$ cat src/rtl/div_iter.sv
// div_iter: iterative restoring integer divider, one quotient bit per cycle.
//
// Computes q = a / b (truncating toward zero) and r = a % b (sign follows the
// dividend) for signed or unsigned WIDTH-bit operands. Division by zero takes
// a one-cycle short path that returns q = all ones, r = a and raises dbz.
//
// Handshake (valid/ready style): start is the request and is taken only when
// the block is idle and not presenting a result. busy is high from the cycle
// after acceptance through the done cycle. done pulses for exactly one cycle
// when q/r/dbz have been updated. abort cancels an operation in flight without
// touching q/r/dbz.
//
// Ports:
//   clk      - sole clock, rising edge
//   divrst   - asynchronous active-high reset, clears all state and outputs
//   start    - request a division (sampled only when idle)
//   signdiv  - 1 = signed two's complement, 0 = unsigned (sampled with start)
//   abort    - synchronous cancel while dividing or fixing up
//   a, b     - dividend and divisor (sampled with start)
//   q, r     - registered quotient and remainder, held until next completion
//   busy     - operation in progress (includes the done cycle)
//   done     - one-cycle completion pulse
//   dbz      - divide-by-zero flag, updated together with q/r

module div_iter #(
  parameter int WIDTH = 32
) (
  input  logic             clk,
  input  logic             divrst,
  input  logic             start,
  input  logic             signdiv,
  input  logic             abort,
  input  logic [WIDTH-1:0] a,
  input  logic [WIDTH-1:0] b,
  output logic [WIDTH-1:0] q,
  output logic [WIDTH-1:0] r,
  output logic             busy,
  output logic             done,
  output logic             dbz
);

  localparam int CW = $clog2(WIDTH);

  typedef enum logic [1:0] {
    S_IDLE = 2'd0,
    S_DIV  = 2'd1,
    S_FIX  = 2'd2
  } state_t;

  state_t           state_q, state_d;
  logic [CW-1:0]    cnt_q, cnt_d;
  logic [WIDTH-1:0] rem_q, rem_d;
  logic [WIDTH-1:0] quo_q, quo_d;
  logic [WIDTH-1:0] bmag_q, bmag_d;
  logic [WIDTH-1:0] araw_q, araw_d;
  logic [WIDTH-1:0] q_q, q_d;
  logic [WIDTH-1:0] r_q, r_d;
  logic             negq_q, negq_d;
  logic             negr_q, negr_d;
  logic             dbzp_q, dbzp_d;
  logic             busy_q, busy_d;
  logic             done_q, done_d;
  logic             dbz_q, dbz_d;

  logic [WIDTH-1:0] a_mag;
  logic [WIDTH-1:0] b_mag;
  logic [WIDTH:0]   rem_sh;
  logic [WIDTH-1:0] trial;
  logic             take;
  logic             accept;

  always_comb begin
    // Magnitudes. The most negative value negates to itself, which read as
    // unsigned is exactly its magnitude, so overflow needs no special case.
    a_mag = (signdiv && a[WIDTH-1]) ? -a : a;
    b_mag = (signdiv && b[WIDTH-1]) ? -b : b;

    // The partial remainder is WIDTH+1 bits once shifted. The stored
    // remainder is always < |b|, so only its low WIDTH bits are kept.
    rem_sh = {rem_q, quo_q[WIDTH-1]};
    take   = (rem_sh >= {1'b0, bmag_q});
    // When take is set the true difference is < |b|, so WIDTH bits suffice.
    trial  = rem_sh[WIDTH-1:0] - bmag_q;

    // A start seen while done is still high (the cycle the result appears)
    // is not taken; the earliest next accept is the edge after done falls.
    accept = (state_q == S_IDLE) && start && !done_q;

    state_d = state_q;
    cnt_d   = cnt_q;
    rem_d   = rem_q;
    quo_d   = quo_q;
    bmag_d  = bmag_q;
    araw_d  = araw_q;
    negq_d  = negq_q;
    negr_d  = negr_q;
    dbzp_d  = dbzp_q;
    q_d     = q_q;
    r_d     = r_q;
    dbz_d   = dbz_q;
    busy_d  = busy_q;
    done_d  = 1'b0;

    case (state_q)
      S_IDLE: begin
        busy_d = 1'b0;
        if (accept) begin
          bmag_d = b_mag;
          quo_d  = a_mag;
          rem_d  = '0;
          araw_d = a;
          negq_d = signdiv & (a[WIDTH-1] ^ b[WIDTH-1]);
          negr_d = signdiv & a[WIDTH-1];
          busy_d = 1'b1;
          if (b == '0) begin
            dbzp_d  = 1'b1;
            state_d = S_FIX;
          end else begin
            dbzp_d  = 1'b0;
            cnt_d   = CW'(WIDTH - 1);
            state_d = S_DIV;
          end
        end
      end

      S_DIV: begin
        if (abort) begin
          busy_d  = 1'b0;
          state_d = S_IDLE;
        end else begin
          rem_d = take ? trial : rem_sh[WIDTH-1:0];
          quo_d = {quo_q[WIDTH-2:0], take};
          cnt_d = cnt_q - 1'b1;
          if (cnt_q == '0) begin
            state_d = S_FIX;
          end
        end
      end

      S_FIX: begin
        if (abort) begin
          busy_d  = 1'b0;
          state_d = S_IDLE;
        end else begin
          if (dbzp_q) begin
            q_d   = '1;
            r_d   = araw_q;
            dbz_d = 1'b1;
          end else begin
            q_d   = negq_q ? -quo_q : quo_q;
            r_d   = negr_q ? -rem_q : rem_q;
            dbz_d = 1'b0;
          end
          done_d  = 1'b1;
          // busy stays high through the done cycle and drops in IDLE.
          state_d = S_IDLE;
        end
      end

      default: begin
        busy_d  = 1'b0;
        state_d = S_IDLE;
      end
    endcase
  end

  always_ff @(posedge clk or posedge divrst) begin
    if (divrst) begin
      state_q <= S_IDLE;
      cnt_q   <= '0;
      rem_q   <= '0;
      quo_q   <= '0;
      bmag_q  <= '0;
      araw_q  <= '0;
      negq_q  <= 1'b0;
      negr_q  <= 1'b0;
      dbzp_q  <= 1'b0;
      q_q     <= '0;
      r_q     <= '0;
      busy_q  <= 1'b0;
      done_q  <= 1'b0;
      dbz_q   <= 1'b0;
    end else begin
      state_q <= state_d;
      cnt_q   <= cnt_d;
      rem_q   <= rem_d;
      quo_q   <= quo_d;
      bmag_q  <= bmag_d;
      araw_q  <= araw_d;
      negq_q  <= negq_d;
      negr_q  <= negr_d;
      dbzp_q  <= dbzp_d;
      q_q     <= q_d;
      r_q     <= r_d;
      busy_q  <= busy_d;
      done_q  <= done_d;
      dbz_q   <= dbz_d;
    end
  end

  assign q    = q_q;
  assign r    = r_q;
  assign busy = busy_q;
  assign done = done_q;
  assign dbz  = dbz_q;

endmodule

$ cat config.mk
export PLATFORM = sky130hd
export DESIGN_NAME = div_iter
export DESIGN_NICKNAME = d
export VERILOG_FILES = /design/src/rtl/div_iter.sv
export SDC_FILE = /design/constraint.sdc
export NUM_CORES = 1
export LEC_CHECK = 0
export CORE_MARGIN = 5
export CORE_UTILIZATION = 52
export CTS_CLUSTER_DIAMETER = 50
export DETAILED_ROUTE_END_ITERATION = 12
export HOLD_SLACK_MARGIN = 0.15
export PLACE_DENSITY = 0.77
export SYNTH_ARGS = -nofsm -noshare
export SYNTH_HDL_FRONTEND = slang
export SYNTH_SLANG_ARGS = --single-unit
$ cat constraint.sdc
create_clock -name clk -period 6.3 [get_ports clk]
set_input_delay 0.945 -clock clk [delete_from_list [all_inputs] [get_ports clk]]
set_output_delay 0.945 -clock clk [all_outputs]
set_load 0.05 [all_outputs]
* Word level (Yosys, flattened, before mapping)
Cells that the tools add are included.
Storage, ports and cells: register bits 205, input port bits 69, logic and storage cells 76
Operators by class: add/sub/neg operators 6, magnitude comparators 1, equality and inequality tests 7, muxes and demuxes 29, bitwise operators 4, reduce and logical (&&, ||, !) cells 15
Operators with widths (count):
- 32-bit 2-to-1 mux | 11
- 32-bit negator | 4
- 32-bit case mux with 2 select lines | 2
- 33-bit by 32-bit greater-or-equal comparator with 1-bit output | 1
- 32-bit zero test | 1
- 32-bit subtractor | 1
- 5-bit 2-to-1 mux | 3
- 5-bit case mux with 2 select lines | 1
- 2-bit 2-to-1 mux | 4
- 1-bit 2-to-1 mux | 6
- 2-bit inequality test (second input constant) | 3
- 2-bit AND reduction | 3
- 5-bit zero test | 1
- 5-bit by 1-bit subtractor with 5-bit output (second input constant) | 1
- 1-bit logical AND | 4
- 2-bit case mux with 2 select lines | 1
- 4-bit AND reduction | 1
- 3-bit inequality test (second input constant) | 1
- 3-bit AND reduction | 1
- 1-bit AND | 2
- 2-bit by 1-bit == test with 1-bit output (second input constant) | 1
- 2-bit == test (second input constant) | 1
- 2-bit zero test | 1
- 2-bit by 1-bit inequality test with 1-bit output (second input constant) | 1
- other kinds (6) | 6

* Longest topological paths before layout
Gate-level depths: netlist (run 1).
depth in word-level cells 5, mapped depth 13

* Worst setup path before layout (run 1)
No wires, ideal clock.
kind input port to flip-flop, start input a[0], end register quo_q[20], library setup time 0.135 ns, data arrival time 2.930 ns, required time 6.165 ns, slack 3.235 ns, cell stages on the path 10, path through inv_1 -> ha_1 -> or3b_2 -> nor4_1 -> nand3b_1 -> o31ai_1 -> xor2_1 -> nor2_1 -> a21oi_1 -> o21ai_0
On the way: word-level cells in the longest chain between the ends 4
RTL lines:
- start, declared | RTL line 33 | input logic [WIDTH-1:0] a,
- 32-bit negator | RTL line 75 | a_mag = (signdiv && a[WIDTH-1]) ? -a : a;
- 32-bit 2-to-1 mux | RTL line 75
- 32-bit 2-to-1 mux | RTL line 107 | if (accept) begin
- 32-bit case mux with 2 select lines | RTL line 104 | case (state_q)
- end signal, assigned | RTL line 187 | quo_q <= quo_d;
- end, declared | RTL line 53 | logic [WIDTH-1:0] quo_q, quo_d;
Every way passes these cells. The select of a mux whose other input is x is not followed. A chain may end at the register's enable or synchronous reset.

* Final worst setup path (run 1)
start input a[1], end register quo_q[24]
Same word-level chain as after synthesis.

==> qor.yml, run 1 <==
status: "completed"
synth_area_per_cell_um2: 8.18
timing.final.crit_period_ns: 3.81
rrSetupSlack_ns: 2.53
fp.dieH_um: 166
synth_top_cell_by_area: "dfrtp_1"
via_per_inst: 5.71
root_buffer: "clkbuf_16"
syn_nets: 1661
synth.cell_area_um2: 12700
cts_resized: 0
h-tree-depth: 1
maxSlewViolCount: 0
peakVddDrop_v: 0.000260
crit_start: "a[1]"
grt_pass1_wl_mm: 55.5
cp.arrival_ns: 4.18
clk_latency_ns: 0.53
clockBufferDepth: 3
rows: 57
drt-initial-drc-count: 1027
num_io_pins: 136
antenna_found_initial: 0
hold_viol: 0
end_kind: "flop"
cp_slowest_stage_delay_ns: 0.74
finalClockSkew_ns: 0.0171
rsz0062_at_grt: "no"
postRouteAntennaNets: 0
max_freq_mhz: 263
path_clk_slew_ns: 0.06
muxShareOfSynthArea_pct: 1.51
synth_flop_cell: "dfrtp_1"
dr.pass1.iters: 6
die_w_um: 166
p_comb_share_pct: 46.8
stdcell_area_um2: 15100
gp_congestion: 0.897
final-setup-viol-count: 0
grt_use_met2_pct: 38.6
crit_path_end: "quo_q[24]"
fillers: 2136
required_ns: 6.68
wl_per_cell_um: 16.8
synth_top_area_share_pct: 40.5
synth-edff-count: 0
overflow: 0
pwr-share-clk_pct: 21.1
synthDistinctLibCells: 66
drt_drc_violations_left: 0
synth_simple_gate_area_share_pct: 20.1
p_seq_share_pct: 32.1
use_met1_pct: 33.4
post_cts_buffers: 0
fp.dieArea_um2: 27600
use_met3_pct: 3.00
cpMaxStageDelayCell: "nor4_1"
placed_area_um2: 14300
synthXorXnorAreaFrac_pct: 9.61
p_int_uw: 3950
cp_max_fo: 6
cts_tree: "yes"
power_density_nw_per_um2: 471
p_leak_uw: 0.00674
totalWireLength_mm: 33.4
reg2reg_depth: 9
relSlewSlack_pct: 31.8
setup_tns_ns: 0
gr-usage-all-layers_pct: 23.6
final_min_period_over_clock_period_pct: 60.4
gr-max-usage-layer: "met2"
path_cells: "clkdlybuf4s50_1 > inv_1 > ha_1 > or3b_2 > nor4_1 > nand3b_1 > nor2_1 > a21oi_1 > xnor2_1 > nor2_1 > a21oi_1 > o21ai_0"
route.vias.total: 11372
grt_max_degree: 129
coreArea_um2: 24200
yosysSeqAreaShare_pct: 40.5
start_kind: "input pin"
port_buffers: 135
numCtsBuffers: 26
synth_seq_cells: 205
nets: 1762
synth_compound_area_share_pct: 19.9
grt_pass1_vias: 10928
layout-area-overhead-vs-synth_pct: 19.5
netlist_instances: 1550
netSwitchingFraction_pct: 44.6
async_reset_ff_share_pct: 100
cts.sinks: 205
n_antenna_cell: 0
yosysWarnings: 0
p_sw_uw: 3180
maxCapViolCount: 0
hold_path.class: "reg -> reg"
synth_area_leaders: "dfrtp_1 40%, nand2_1 7.8%, o21ai_0 6.3%"
dp_hpwl_mm: 24.3
critPathKind: "in -> reg"
drive_gt1_share_pct: 4.91
layout_common_cells: "262 x nand2_1, 204 x dfrtp_1, 160 x o21ai_0"
reg2reg_to: "rem_q[1]"
start_util_pct: 52.4
rr_startpoint: "rem_q[7]"
worst_pin_slew_ns: 1.02
final_common_cell: "nand2_1"
synth_top_family_by_area: "simple AND/OR/NAND/NOR gates"
hold_buffers: 0
synthAdderAreaFrac_pct: 4.21
==> flip-flops by register name, summed over array words and instances (netlist names) <==
register,flops
state_q,2
quo_q,32
dbzp_q,1
negq_q,1
bmag_q,32
dbz,1
araw_q,32
busy,1
q,32
negr_q,1
cnt_q,5
r,32
done,1
rem_q,32
==> cell type report <==
cell class	count	area, µm²	share of cell area, %
clock buffers	37	733	4.84
clock inverters	9	138	0.909
inverters	64	244	1.61
multi-input cells	1205	7020	46.4
flip-flops and latches	205	5130	33.9
well taps	324	405	2.68
repair buffers	149	1470	9.70
==> cells by family after synthesis <==
family / after synthesis
compound gates: 435
buf+inv: 140
fa+ha+maj: 42
mux: 19
simple gates: 570
xor+xnor: 139
flops: 205
==> routing by layer <==
layer | vias to the layer above | share of wire (%)
li1 | 5564 | -
met1 | 5384 | 45
met2 | 368 | 46
met3 | 56 | 6.5
met4 | 0 | 2.5
met5 | - | 0
==> synth_stat cells, types with 9 or more instances <==
library cell and number:
nand2_1 263, dfrtp_1 205, o21ai_0 160, a21oi_1 146
nor2_1 146, xor2_1 86, clkbuf_1 64, inv_1 63
xnor2_1 53, ha_1 41, nand3_1 34, o31ai_1 33
nor3_1 26, mux2i_1 18, or3_1 15, a21o_1 14
nand2b_1 12, nand4_1 12, o41ai_1 12, nor2b_1 10
a31oi_1 9, o21ai_1 9, or4_1 9
==> worst max-delay path, delay by kind of cell <==
kind                     cells  cell delay [ns]
AND/OR/NAND/NOR              5             1.96
buffers and inverters        2             0.59
AO/OA/AOI/OAI                3             0.33
adder cells (fa/ha/maj)      1             0.18
XOR/XNOR                     1             0.17
==> per-stage QoR <==
step	power [µW]	utilization [%]	setup slack, ns	hold WS, ns	instances
after floorplan	4620	-	2.70	0.445	1550
after global placement	5530	59.0	2.22	0.460	1947
after detailed placement	5620	59.0	2.16	0.462	1947
after CTS	7160	62.6	2.55	0.478	1993
after global routing	7630	62.6	2.26	0.495	1993
final	7130	62.6	2.49	0.474	1993
==> power groups by stage <==
stage	clock network, µW	logic (µW)	registers, µW
global placement	0	3250	2280
global route	1590	3670	2370
floorplan	0	1830	2790
CTS	1530	3340	2290
finish	1500	3340	2290
detailed placement	0	3320	2300
==> worst min-delay path by stage <==
| stage | from | to | slack [ns] | cells past startpoint |
|---|---|---|---|---|
| after global routing | araw_q[6] | araw_q[6] | 0.49 | 2 |
| after CTS | araw_q[19] | araw_q[19] | 0.48 | 2 |
| after global placement | araw_q[15] | araw_q[15] | 0.46 | 2 |
| after floorplan | araw_q[28] | araw_q[28] | 0.45 | 2 |
| after detailed placement | araw_q[3] | araw_q[3] | 0.46 | 2 |
| final | araw_q[6] | araw_q[6] | 0.47 | 2 |
(Power assumes the default switching activity.)
==> run 2, diff against run 1 <==
==> constraint.sdc (replaced) <==
create_clock -name clk -period 3.4 [get_ports clk]
set_input_delay 0.51 -clock clk [delete_from_list [all_inputs] [get_ports clk]]
set_output_delay 0.51 -clock clk [all_outputs]
set_load 0.05 [all_outputs]
==> qor.yml, run 2 (same netlist as run 1, synthesis figures left out) <==
num_io_pins: 136  # unchanged
layout_common_cells: "262 x nand2_1, 204 x dfrtp_1, 160 x o21ai_0"  # unchanged
reg2reg_depth: 11  # was 9
die_w_um: 166  # unchanged
fp.dieArea_um2: 27600  # unchanged
maxSlewViolCount: 0  # unchanged
cts_tree: "yes"  # unchanged
hold_path.class: "reg -> reg"  # unchanged
multi_input_area_um2: 7040  # was 7020 µm²
path_clk_slew_ns: 0.06  # about the same
hold_path_depth: 2  # unchanged
drive_gt1_share_pct: 7.43  # was 4.91%
relSlewSlack_pct: 44.4  # was 31.8%
root_buffer: "clkbuf_16"  # unchanged
p_leak_uw: 0.00698  # was 0.00674 µW
clockBufferDepth: 3  # unchanged
max_freq_mhz: 319
cp.arrival_ns: 3.51  # was 4.18 ns
final_min_period_over_clock_period_pct: 92.3
grt_pass1_wl_mm: 57.0  # was 55.5 mm
grt_max_degree: 102  # was 129
peakVddDrop_v: 0.000570  # was 0.000260 V
worst_pin_slew_ns: 0.834  # was 1.02 ns
grt_pass1_vias: 11027  # was 10928
fillers: 2047  # was 2136
coreArea_um2: 24200  # unchanged
dp_hpwl_mm: 25.8  # was 24.3 mm
layout.core_utilization_pct: 64.2  # was 62.6%
final_cells: 2033  # was 1993
nets: 1806  # was 1762
via_per_inst: 5.61  # was 5.71
critPathKind: "reg -> reg"  # was in -> reg
regArea_um2: 5130  # unchanged
layout-area-overhead-vs-synth_pct: 22.4  # was 19.5%
finalClockSkew_ns: 0.0149  # was 0.0171 ns
gp_congestion: 0.948  # was 0.897
n_antenna_cell: 0  # unchanged
rsz0062_at_grt: "no"  # unchanged
timing.final.crit_period_ns: 3.14
final-setup-viol-count: 0  # unchanged
maxCapViolCount: 0  # unchanged
start_kind: "flop"  # was input pin
start_util_pct: 52.4  # unchanged
drt_drc_violations_left: 0  # unchanged
fp.dieH_um: 166  # unchanged
cts.sinks: 205  # unchanged
numCtsBuffers: 25  # was 26
cp_max_fo: 22  # was 6
rows: 57  # unchanged
antenna_found_initial: 1  # was 0
final_common_cell: "nand2_1"  # unchanged
wl_per_cell_um: 17.1  # was 16.8 µm
required_ns: 3.77  # was 6.68 ns
stdcell_area_um2: 15500  # was 15100 µm²
layout_setup_ws_ns: 0.261  # was 2.49 ns
place_inst: 1992  # was 1947
end_kind: "flop"  # unchanged
overflow: 0  # unchanged
placed_area_um2: 14700  # was 14300 µm²
dr.pass1.iters: 7  # was 6
setup_tns_ns: 0  # unchanged
gr-usage-all-layers_pct: 24.5  # was 23.6%
clk_latency_ns: 0.52  # was 0.53 ns
totalWireLength_mm: 34.8  # was 33.4 mm
hold_viol: 0  # unchanged
postRouteAntennaNets: 0  # unchanged
route.vias.total: 11404  # was 11372
h-tree-depth: 1  # unchanged
status: "completed"  # unchanged
pre_cts_ws_ns: 0.0563  # was 2.16 ns
power_density_nw_per_um2: 853  # was 471 nW/µm²
drt-initial-drc-count: 905  # was 1027
port_buffers: 135  # unchanged
==> run 2: worst max-delay path, stage by stage (launching register included) <==
cell,delay [ns]
dfrtp_1,0.41
ha_1,0.36
a2111oi_0,0.49
a21oi_1,0.20
o21ai_0,0.27
buf_4,0.17
a31oi_1,0.15
a21oi_4,0.23
buf_12,0.20
buf_12,0.18
mux2i_1,0.22
o21ai_0,0.10
==> run 2: what timing repair did <==
action / CTS / global route
setup endpoints to repair: 0 / 3
gates resized for setup: 0 / 3
hold buffers: 0 / 0
setup buffers: 0 / 0
==> run 2: power breakdown <==
part | switching, µW | internal (µW)
Sequential | 753 | 3390
Combinational | 4140 | 2270
Clock | 1010 | 1660
Total | 5900 | 7320
==> run 2: final cells by class <==
type,count,share of cell area (%)
clock buffers,35,4.53
clock inverters,6,0.750
inverters,64,1.57
multi-input cells,1205,45.4
flip-flops and latches,205,33.1
well taps,324,2.61
repair buffers,194,12.1
==> run 2: worst paths after layout <==
path	startpoint	endpoint	slack, ns
hold / removal	r[7]	r[7]	0.48
setup / recovery	rem_q[7]	rem_q[1]	0.26
min in group asynchronous	divrst	araw_q[8]	0.49
max in group asynchronous	divrst	dbzp_q	2.05
setup reg to reg	rem_q[7]	rem_q[1]	0.26
hold reg to reg	r[7]	r[7]	0.48
==> run 2: metrics by stage <==
| step | hold slack [ns] | total power, µW |
|---|---|---|
| global placement | 0.453 | 10400 |
| global route | 0.496 | 14100 |
| detailed placement | 0.464 | 10500 |
| floorplan | 0.445 | 8560 |
| CTS | 0.478 | 13300 |
| finish | 0.475 | 13200 |
==> run 2: metal layers <==
metal	GRT usage (%)	share of wire, %
met1	34.7	45
met2	39.5	46
met3	4.05	6.4
met4	6.42	2.4
met5	0	0.035
